### src/rtl/input_conditioner_pkg.sv
// input_conditioner_pkg: channel FSM state encodings and debounce/long-press cycle derivation
//   btn_state_e : button channel states (IDLE, PRESS_PEND, HELD, REL_PEND)
//   sw_state_e  : switch channel states (STABLE, PEND)
//   cyc_of()    : converts a millisecond interval into clock cycles
package input_conditioner_pkg;

   typedef enum logic [1:0] {
      BTN_IDLE,
      BTN_PRESS_PEND,
      BTN_HELD,
      BTN_REL_PEND
   } btn_state_e;

   typedef enum logic {
      SW_STABLE,
      SW_PEND
   } sw_state_e;

   function automatic int unsigned cyc_of(input int unsigned freq, input int unsigned ms);
      return freq / 1000 * ms;
   endfunction

endpackage

### src/rtl/input_conditioner_debounce_channel.sv
// debounce_channel: 2-FF synchroniser plus debounce FSM for one raw input
//   clk, rst   : clock, asynchronous active-high reset
//   raw_i      : raw asynchronous pin
//   level_o    : debounced level
//   press_o    : 1-cycle pulse on accepted rise (button press / switch rise)
//   release_o  : 1-cycle pulse on accepted fall (button release / switch fall)
//   long_o     : 1-cycle pulse LONG_CYC cycles after press (button mode only, else 0)
import input_conditioner_pkg::*;

module debounce_channel #(
   parameter int unsigned DB_CYC   = 10,
   parameter int unsigned LONG_CYC = 50,
   parameter bit          HAS_LONG = 1'b1
) (
   input  logic clk,
   input  logic rst,
   input  logic raw_i,
   output logic level_o,
   output logic press_o,
   output logic release_o,
   output logic long_o
);

   localparam int unsigned W = $clog2(LONG_CYC + 1);
   localparam logic [W-1:0] DB = W'(DB_CYC);
   localparam logic [W-1:0] LG = W'(LONG_CYC);

   logic [1:0]   sync_q;
   btn_state_e   bst_q, bst_d;
   sw_state_e    sst_q, sst_d;
   logic [W-1:0] cnt_q, cnt_d, lcnt_q, lcnt_d, cnt_inc, lcnt_inc;
   logic         level_q, level_d, press_q, press_d, release_q, release_d, long_q, long_d;
   logic         s;

   assign s        = sync_q[1];
   assign cnt_inc  = cnt_q + W'(1);
   assign lcnt_inc = lcnt_q + W'(1);

   always_ff @(posedge clk or posedge rst) begin
      if (rst) begin
         sync_q    <= '0;
         bst_q     <= BTN_IDLE;
         sst_q     <= SW_STABLE;
         cnt_q     <= '0;
         lcnt_q    <= '0;
         level_q   <= 1'b0;
         press_q   <= 1'b0;
         release_q <= 1'b0;
         long_q    <= 1'b0;
      end else begin
         sync_q    <= {sync_q[0], raw_i};
         bst_q     <= bst_d;
         sst_q     <= sst_d;
         cnt_q     <= cnt_d;
         lcnt_q    <= lcnt_d;
         level_q   <= level_d;
         press_q   <= press_d;
         release_q <= release_d;
         long_q    <= long_d;
      end
   end

   always_comb begin
      bst_d     = bst_q;
      sst_d     = sst_q;
      cnt_d     = cnt_q;
      lcnt_d    = lcnt_q;
      level_d   = level_q;
      press_d   = 1'b0;
      release_d = 1'b0;
      long_d    = 1'b0;
      if (HAS_LONG) begin
         case (bst_q)
            BTN_IDLE:
               if (s) begin
                  bst_d = BTN_PRESS_PEND;
                  cnt_d = W'(1);
               end
            BTN_PRESS_PEND:
               if (!s) begin
                  bst_d = BTN_IDLE;
                  cnt_d = '0;
               end else if (cnt_inc == DB) begin
                  bst_d   = BTN_HELD;
                  cnt_d   = '0;
                  lcnt_d  = '0;
                  level_d = 1'b1;
                  press_d = 1'b1;
               end else cnt_d = cnt_inc;
            BTN_HELD:
               if (!s) begin
                  bst_d = BTN_REL_PEND;
                  cnt_d = W'(1);
               end else if (lcnt_q != LG) begin
                  // saturation at LG guarantees a single long pulse per press
                  lcnt_d = lcnt_inc;
                  long_d = (lcnt_inc == LG);
               end
            BTN_REL_PEND:
               if (s) begin
                  bst_d = BTN_HELD;
                  cnt_d = '0;
               end else if (cnt_inc == DB) begin
                  bst_d     = BTN_IDLE;
                  cnt_d     = '0;
                  level_d   = 1'b0;
                  release_d = 1'b1;
               end else cnt_d = cnt_inc;
            default: bst_d = BTN_IDLE;
         endcase
      end else begin
         case (sst_q)
            SW_STABLE:
               if (s != level_q) begin
                  sst_d = SW_PEND;
                  cnt_d = W'(1);
               end
            SW_PEND:
               if (s == level_q) begin
                  sst_d = SW_STABLE;
                  cnt_d = '0;
               end else if (cnt_inc == DB) begin
                  sst_d     = SW_STABLE;
                  cnt_d     = '0;
                  level_d   = ~level_q;
                  press_d   = ~level_q;
                  release_d = level_q;
               end else cnt_d = cnt_inc;
            default: sst_d = SW_STABLE;
         endcase
      end
   end

   assign level_o   = level_q;
   assign press_o   = press_q;
   assign release_o = release_q;
   assign long_o    = long_q;

endmodule

### src/rtl/input_conditioner.sv
// input_conditioner: synchronises, debounces and edge-detects raw buttons and switches
//   clk, rst      : clock, asynchronous active-high reset
//   i_btn_raw     : raw buttons (1 = pressed)
//   i_sw_raw      : raw switches
//   o_btn_level   : debounced button levels
//   o_btn_press   : 1-cycle accepted-press pulses
//   o_btn_release : 1-cycle accepted-release pulses
//   o_btn_long    : 1-cycle long-press pulses, LONG_CYC cycles after press
//   o_sw_level    : debounced switch levels
//   o_sw_change   : 1-cycle accepted-change pulses
import input_conditioner_pkg::*;

module input_conditioner #(
   parameter int unsigned CLK_FREQ    = 100_000_000,
   parameter int unsigned DEBOUNCE_MS = 20,
   parameter int unsigned LONG_MS     = 1000,
   parameter int unsigned N_BTN       = 5,
   parameter int unsigned N_SW        = 8
) (
   input  logic             clk,
   input  logic             rst,
   input  logic [N_BTN-1:0] i_btn_raw,
   input  logic [N_SW-1:0]  i_sw_raw,
   output logic [N_BTN-1:0] o_btn_level,
   output logic [N_BTN-1:0] o_btn_press,
   output logic [N_BTN-1:0] o_btn_release,
   output logic [N_BTN-1:0] o_btn_long,
   output logic [N_SW-1:0]  o_sw_level,
   output logic [N_SW-1:0]  o_sw_change
);

   localparam int unsigned DB_CYC   = cyc_of(CLK_FREQ, DEBOUNCE_MS);
   localparam int unsigned LONG_CYC = cyc_of(CLK_FREQ, LONG_MS);

   logic [N_SW-1:0] sw_rise, sw_fall, sw_long;

   for (genvar b = 0; b < N_BTN; b++) begin : g_btn
      debounce_channel #(.DB_CYC(DB_CYC), .LONG_CYC(LONG_CYC), .HAS_LONG(1'b1)) u_ch (
         .clk       (clk),
         .rst       (rst),
         .raw_i     (i_btn_raw[b]),
         .level_o   (o_btn_level[b]),
         .press_o   (o_btn_press[b]),
         .release_o (o_btn_release[b]),
         .long_o    (o_btn_long[b])
      );
   end

   for (genvar w = 0; w < N_SW; w++) begin : g_sw
      debounce_channel #(.DB_CYC(DB_CYC), .LONG_CYC(LONG_CYC), .HAS_LONG(1'b0)) u_ch (
         .clk       (clk),
         .rst       (rst),
         .raw_i     (i_sw_raw[w]),
         .level_o   (o_sw_level[w]),
         .press_o   (sw_rise[w]),
         .release_o (sw_fall[w]),
         .long_o    (sw_long[w])
      );
   end

   // sw_long is constant 0 in switch mode; folding it in keeps every channel output consumed
   assign o_sw_change = sw_rise | sw_fall | sw_long;

endmodule

### config.mk
export PLATFORM = sky130hd
export DESIGN_NAME = input_conditioner
export DESIGN_NICKNAME = d
export VERILOG_FILES = /design/src/rtl/input_conditioner_pkg.sv /design/src/rtl/input_conditioner_debounce_channel.sv /design/src/rtl/input_conditioner.sv
export SDC_FILE = /design/constraint.sdc
export NUM_CORES = 2
export LEC_CHECK = 0
export ABC_AREA = 1
export CAP_MARGIN = 5
export CORE_UTILIZATION = 50
export DETAILED_ROUTE_END_ITERATION = 12
export HOLD_SLACK_MARGIN = 0.08
export PLACE_DENSITY = 0.66
export REMOVE_ABC_BUFFERS = 1
export SYNTH_ARGS = -nofsm -noshare
export SYNTH_HDL_FRONTEND = slang
export SYNTH_SLANG_ARGS = --single-unit
### constraint.sdc
create_clock -name clk -period 45.7 [get_ports clk]
set_input_delay 6.855 -clock clk [delete_from_list [all_inputs] [get_ports clk]]
set_output_delay 6.855 -clock clk [all_outputs]
set_load 0.05 [all_outputs]
==> summary.txt <==
Logic synthesis
  • Post-synth EDFFs: 0
  • Syn Inst Count: 5543
  • Syn avg cell area: 6.842 µm²
  • Main flop type after synthesis: dfrtp_1
  • Synth Warn #: 0
  • Register area share after synthesis: 0.3787
  • Post-synth ARST share: 1.000
  • Count of different cell masters after synthesis: 47
  • Post-synthesis sequential element count: 574
  • Post-synth design cell area: 37930 µm²

GRT
  • Vias in the first global route: 33250
  • Global route total overflow: 0
  • Initial antenna violation count: 1
  • Largest net degree at the start of global routing: 135
  • First-pass GRT wire length: 160300 µm
  • GRT Overall Usage: 0.2447

Cells and area
  • Fillers: 7350
  • ANT cells: 0
  • Most common cell after layout, fill and taps aside: nand2_1
  • Register area: 14360 µm²
  • Area of the multi-input gates: 19950 µm²
  • Nets: 5578
  • Layout cells sized above 1: 0.04601
  • Commonest cells after routing, fill and taps aside: nand2_1 (1555), inv_1 (742), nor2_1 (687), dfrtp_1 (574), nand3_1 (533)
  • Area growth, synth to finish: 9.082%

Power and ir drop
  • Clock group share of total power: 0.457
  • P_int: 901.4 µW
  • Sw frac: 0.2816
  • Power Total: 1.255 mW
  • Power share of the combinational group: 0.112
  • Sequential power share: 0.431
  • VDD IR max: 0.00003366 V
  • Sw power: 353.4 µW
  • Pleak: 18.34 nW
  • Pwr/cell area: 30.33 nW/µm²

Setup path
  • CP arrival: 9.71 ns
  • Required time of the critical path: 46.30 ns
  • Largest stage delay, worst path: 0.84 ns
  • Worst Path Class, Setup: in2async
  • CP Max Fanout: 134
  • RR Startpoint: g_btn[1].u_ch.cnt_q[0]$_DFFE_PP0P_
  • R2R setup slack: 42.59 ns
  • R2R depth: 15
  • Crit start category: input pin
  • Crit. Startpoint: rst
  • Buffers & Inverters on Critical Path: 4
  • Levels on crit path: 4
  • Delay-heaviest family, CP: buffers and inverters
  • Reg-to-reg endpoint: g_btn[1].u_ch.cnt_q[4]$_DFFE_PP0P_
  • Crit path max-delay cell type: buf_4
  • Cell mode on critical path: buf_4
  • Critical Path Sink Type: asynchronous set/reset pin
  • Worst path cell trace: clkdlybuf4s50_1 > inv_8 > buf_4 > buf_4
  • End point of the critical path: g_sw[0].u_ch.cnt_q[17]$_DFFE_PP0P_

STA
  • Setup_tns: 0 ns
  • F_max: 109.7 MHz
  • Clock skew: 0.02178 ns
  • Fin crit share: 0.1994
  • Slew Viols, Final: 0
  • Post-route minimum period: 9.115 ns
  • Final setup fails: 0
  • Slew Limit Headroom: 0.2035
  • RSZ-0062 raised after global routing: false
  • Final hold vios: 0
  • Slew at the pin closest to its max-slew limit: 1.193 ns

Routing
  • Routed wire per std cell: 14.26 µm
  • Detail Route Antenna Nets: 0
  • Total number of vias: 34660
  • Via density: 5.287
  • DRT Wirelength: 93500 µm
  • Initial detailed-routing violation count: 2901
  • # DRC: 0
  • Pre-Repair DR Iteration Count: 6

Hold path
  • Hold Crit Class: reg2reg

Floorplan
  • Die H: 277.4 µm
  • Chip Width: 277.4 µm
  • FP Rows: 100
  • Die area: 76960 µm²
  • Core area: 74700 µm²
  • Num ports: 51
  • Initial Utilization: 0.5078

Clocking
  • Clock Pin Slew Worst Setup and Hold Paths: 0.06 ns
  • Clock Tree Buf Depth: 3
  • H-tree depth: 3
  • CTS tree: built
  • Hold-fix buffers, CTS: 0
  • Clock Sinks: 574
  • Post-CTS setup buffers: 0
  • Clock root cell: clkbuf_16
  • Worst-Skew Late Latency: 0.62 ns
  • TritonCTS Buffers: 69
  • Post-CTS sizing: 0

Placement
  • Detailed Place HPWL: 67730 µm
  • GP Congestion: 0.9537
  • Port bufs: 50

Job
  • Maxcap violations: 0

Status
  • Outcome: finished, final reports clean
==> worst reg2reg max path: stages, from the launching register on <==
cell and delay [ns]:
dfrtp_1 0.38, ha_1 0.25, nand2_1 0.10, nor2_2 0.19
nand2_1 0.10, inv_1 0.10, nand3_1 0.12, inv_1 0.09
nand2_1 0.07, xor2_1 0.16, nor2_1 0.15, nand3_1 0.09
nor2_1 0.13, nand2_2 0.14, nand2_1 0.66, o21ai_0 0.21
==> routing by layer <==
metal	global-route usage	share of wire
met1	0.3478	0.49
met2	0.3898	0.45
met3	0.02982	0.040
met4	0.07308	0.026
met5	0	0
==> cells in the mapped netlist (all sizes together), types with 2 or more instances <==
cell type | n | area [µm²]
nand3b | 48 | 360.4
inv | 753 | 2826
o211a | 2 | 20.02
clkbuf | 77 | 289.0
nor3 | 228 | 1181
xnor2 | 33 | 289.0
dfrtp | 574 | 14360
ha | 28 | 350.3
o21ai | 156 | 780.8
nand3 | 538 | 2718
nand2 | 1586 | 6108
buf | 64 | 457.9
o21bai | 2 | 15.01
xor2 | 290 | 2547
nor4 | 24 | 150.1
a21oi | 20 | 103.9
a31oi | 5 | 31.28
o211ai | 2 | 15.01
and2 | 7 | 43.79
nand4 | 169 | 1070
o41ai | 3 | 26.28
or2 | 32 | 200.2
clkinv | 10 | 37.54
nor2 | 728 | 2885
nor3b | 7 | 52.55
o31ai | 13 | 97.59
and3 | 3 | 18.77
o22ai | 137 | 857.1
==> worst min-delay path by stage <==
stage | startpoint | end | slack [ns] | cells past startpoint
final | g_btn[3].u_ch.sync_q[0]$_DFF_PP0_ | g_btn[3].u_ch.sync_q[1]$_DFF_PP0_ | 0.34 | 0
after global routing | g_sw[5].u_ch.sync_q[0]$_DFF_PP0_ | g_sw[5].u_ch.sync_q[1]$_DFF_PP0_ | 0.36 | 0
after CTS | g_btn[3].u_ch.sync_q[0]$_DFF_PP0_ | g_btn[3].u_ch.sync_q[1]$_DFF_PP0_ | 0.34 | 0
after detailed placement | g_btn[3].u_ch.sync_q[0]$_DFF_PP0_ | g_btn[3].u_ch.sync_q[1]$_DFF_PP0_ | 0.34 | 0
after global placement | g_sw[2].u_ch.sync_q[0]$_DFF_PP0_ | g_sw[2].u_ch.sync_q[1]$_DFF_PP0_ | 0.33 | 0
after floorplan | g_btn[0].u_ch.sync_q[0]$_DFF_PP0_ | g_btn[0].u_ch.sync_q[1]$_DFF_PP0_ | 0.33 | 0
==> state kept, by name, summed over array words and instances (netlist names), 8 cells and up, named ones only <==
signal / cells
g_btn.u_ch.cnt_q: 135
g_btn.u_ch.lcnt_q: 135
g_btn.u_ch.sync_q: 10
g_sw.u_ch.cnt_q: 216
g_sw.u_ch.level_o: 8
g_sw.u_ch.press_o: 8
g_sw.u_ch.release_o: 8
g_sw.u_ch.sst_q: 8
g_sw.u_ch.sync_q: 16
==> per-stage QoR <==
stage	util	std cells	hold WS [ns]	area, µm²	setup WS [ns]
6_report	0.5539	6555	0.3416	41370	36.59
5_1_grt	0.5539	6555	0.3556	41370	36.08
4_1_cts	0.5539	6555	0.3418	41370	36.42
3_5_place_dp	0.5220	6433	0.3355	38990	35.75
3_3_place_gp	0.5220	6433	0.3313	38990	35.78
2_1_floorplan	-	5402	0.3312	37180	22.79
==> kinds of logic (layout without fill, tap and decap cells) <==
family | after synthesis | count (layout) | synth area share
DFF | 574 | 574 | 0.3787
xor gates and xnor gates | 323 | 323 | 0.07479
and+or+nand+nor | 3372 | 3372 | 0.3903
buffers and inverters | 904 | 947 | 0.09521
AOI/OAI and AO/OA | 342 | 342 | 0.05176
adders and majority gates | 28 | 28 | 0.009237
==> power groups by stage <==
stage / registers, mW / clock network [mW] / logic [mW]
2_1_floorplan: 0.545 / 0 / 0.0969
3_3_place_gp: 0.549 / 0 / 0.141
3_5_place_dp: 0.550 / 0 / 0.142
4_1_cts: 0.541 / 0.590 / 0.142
5_1_grt: 0.544 / 0.609 / 0.158
6_report: 0.541 / 0.574 / 0.140
==> cell type report <==
class                           count  area share
Clock buffer                       92     0.04803
Clock inverter                     30    0.009526
Inverter                          763     0.06941
Multi-Input combinational cell   4065      0.4823
Sequential cell                   574      0.3472
Tap cell                          969     0.02930
Timing Repair Buffer               62     0.01427
Power figures use the tool's default switching activity.
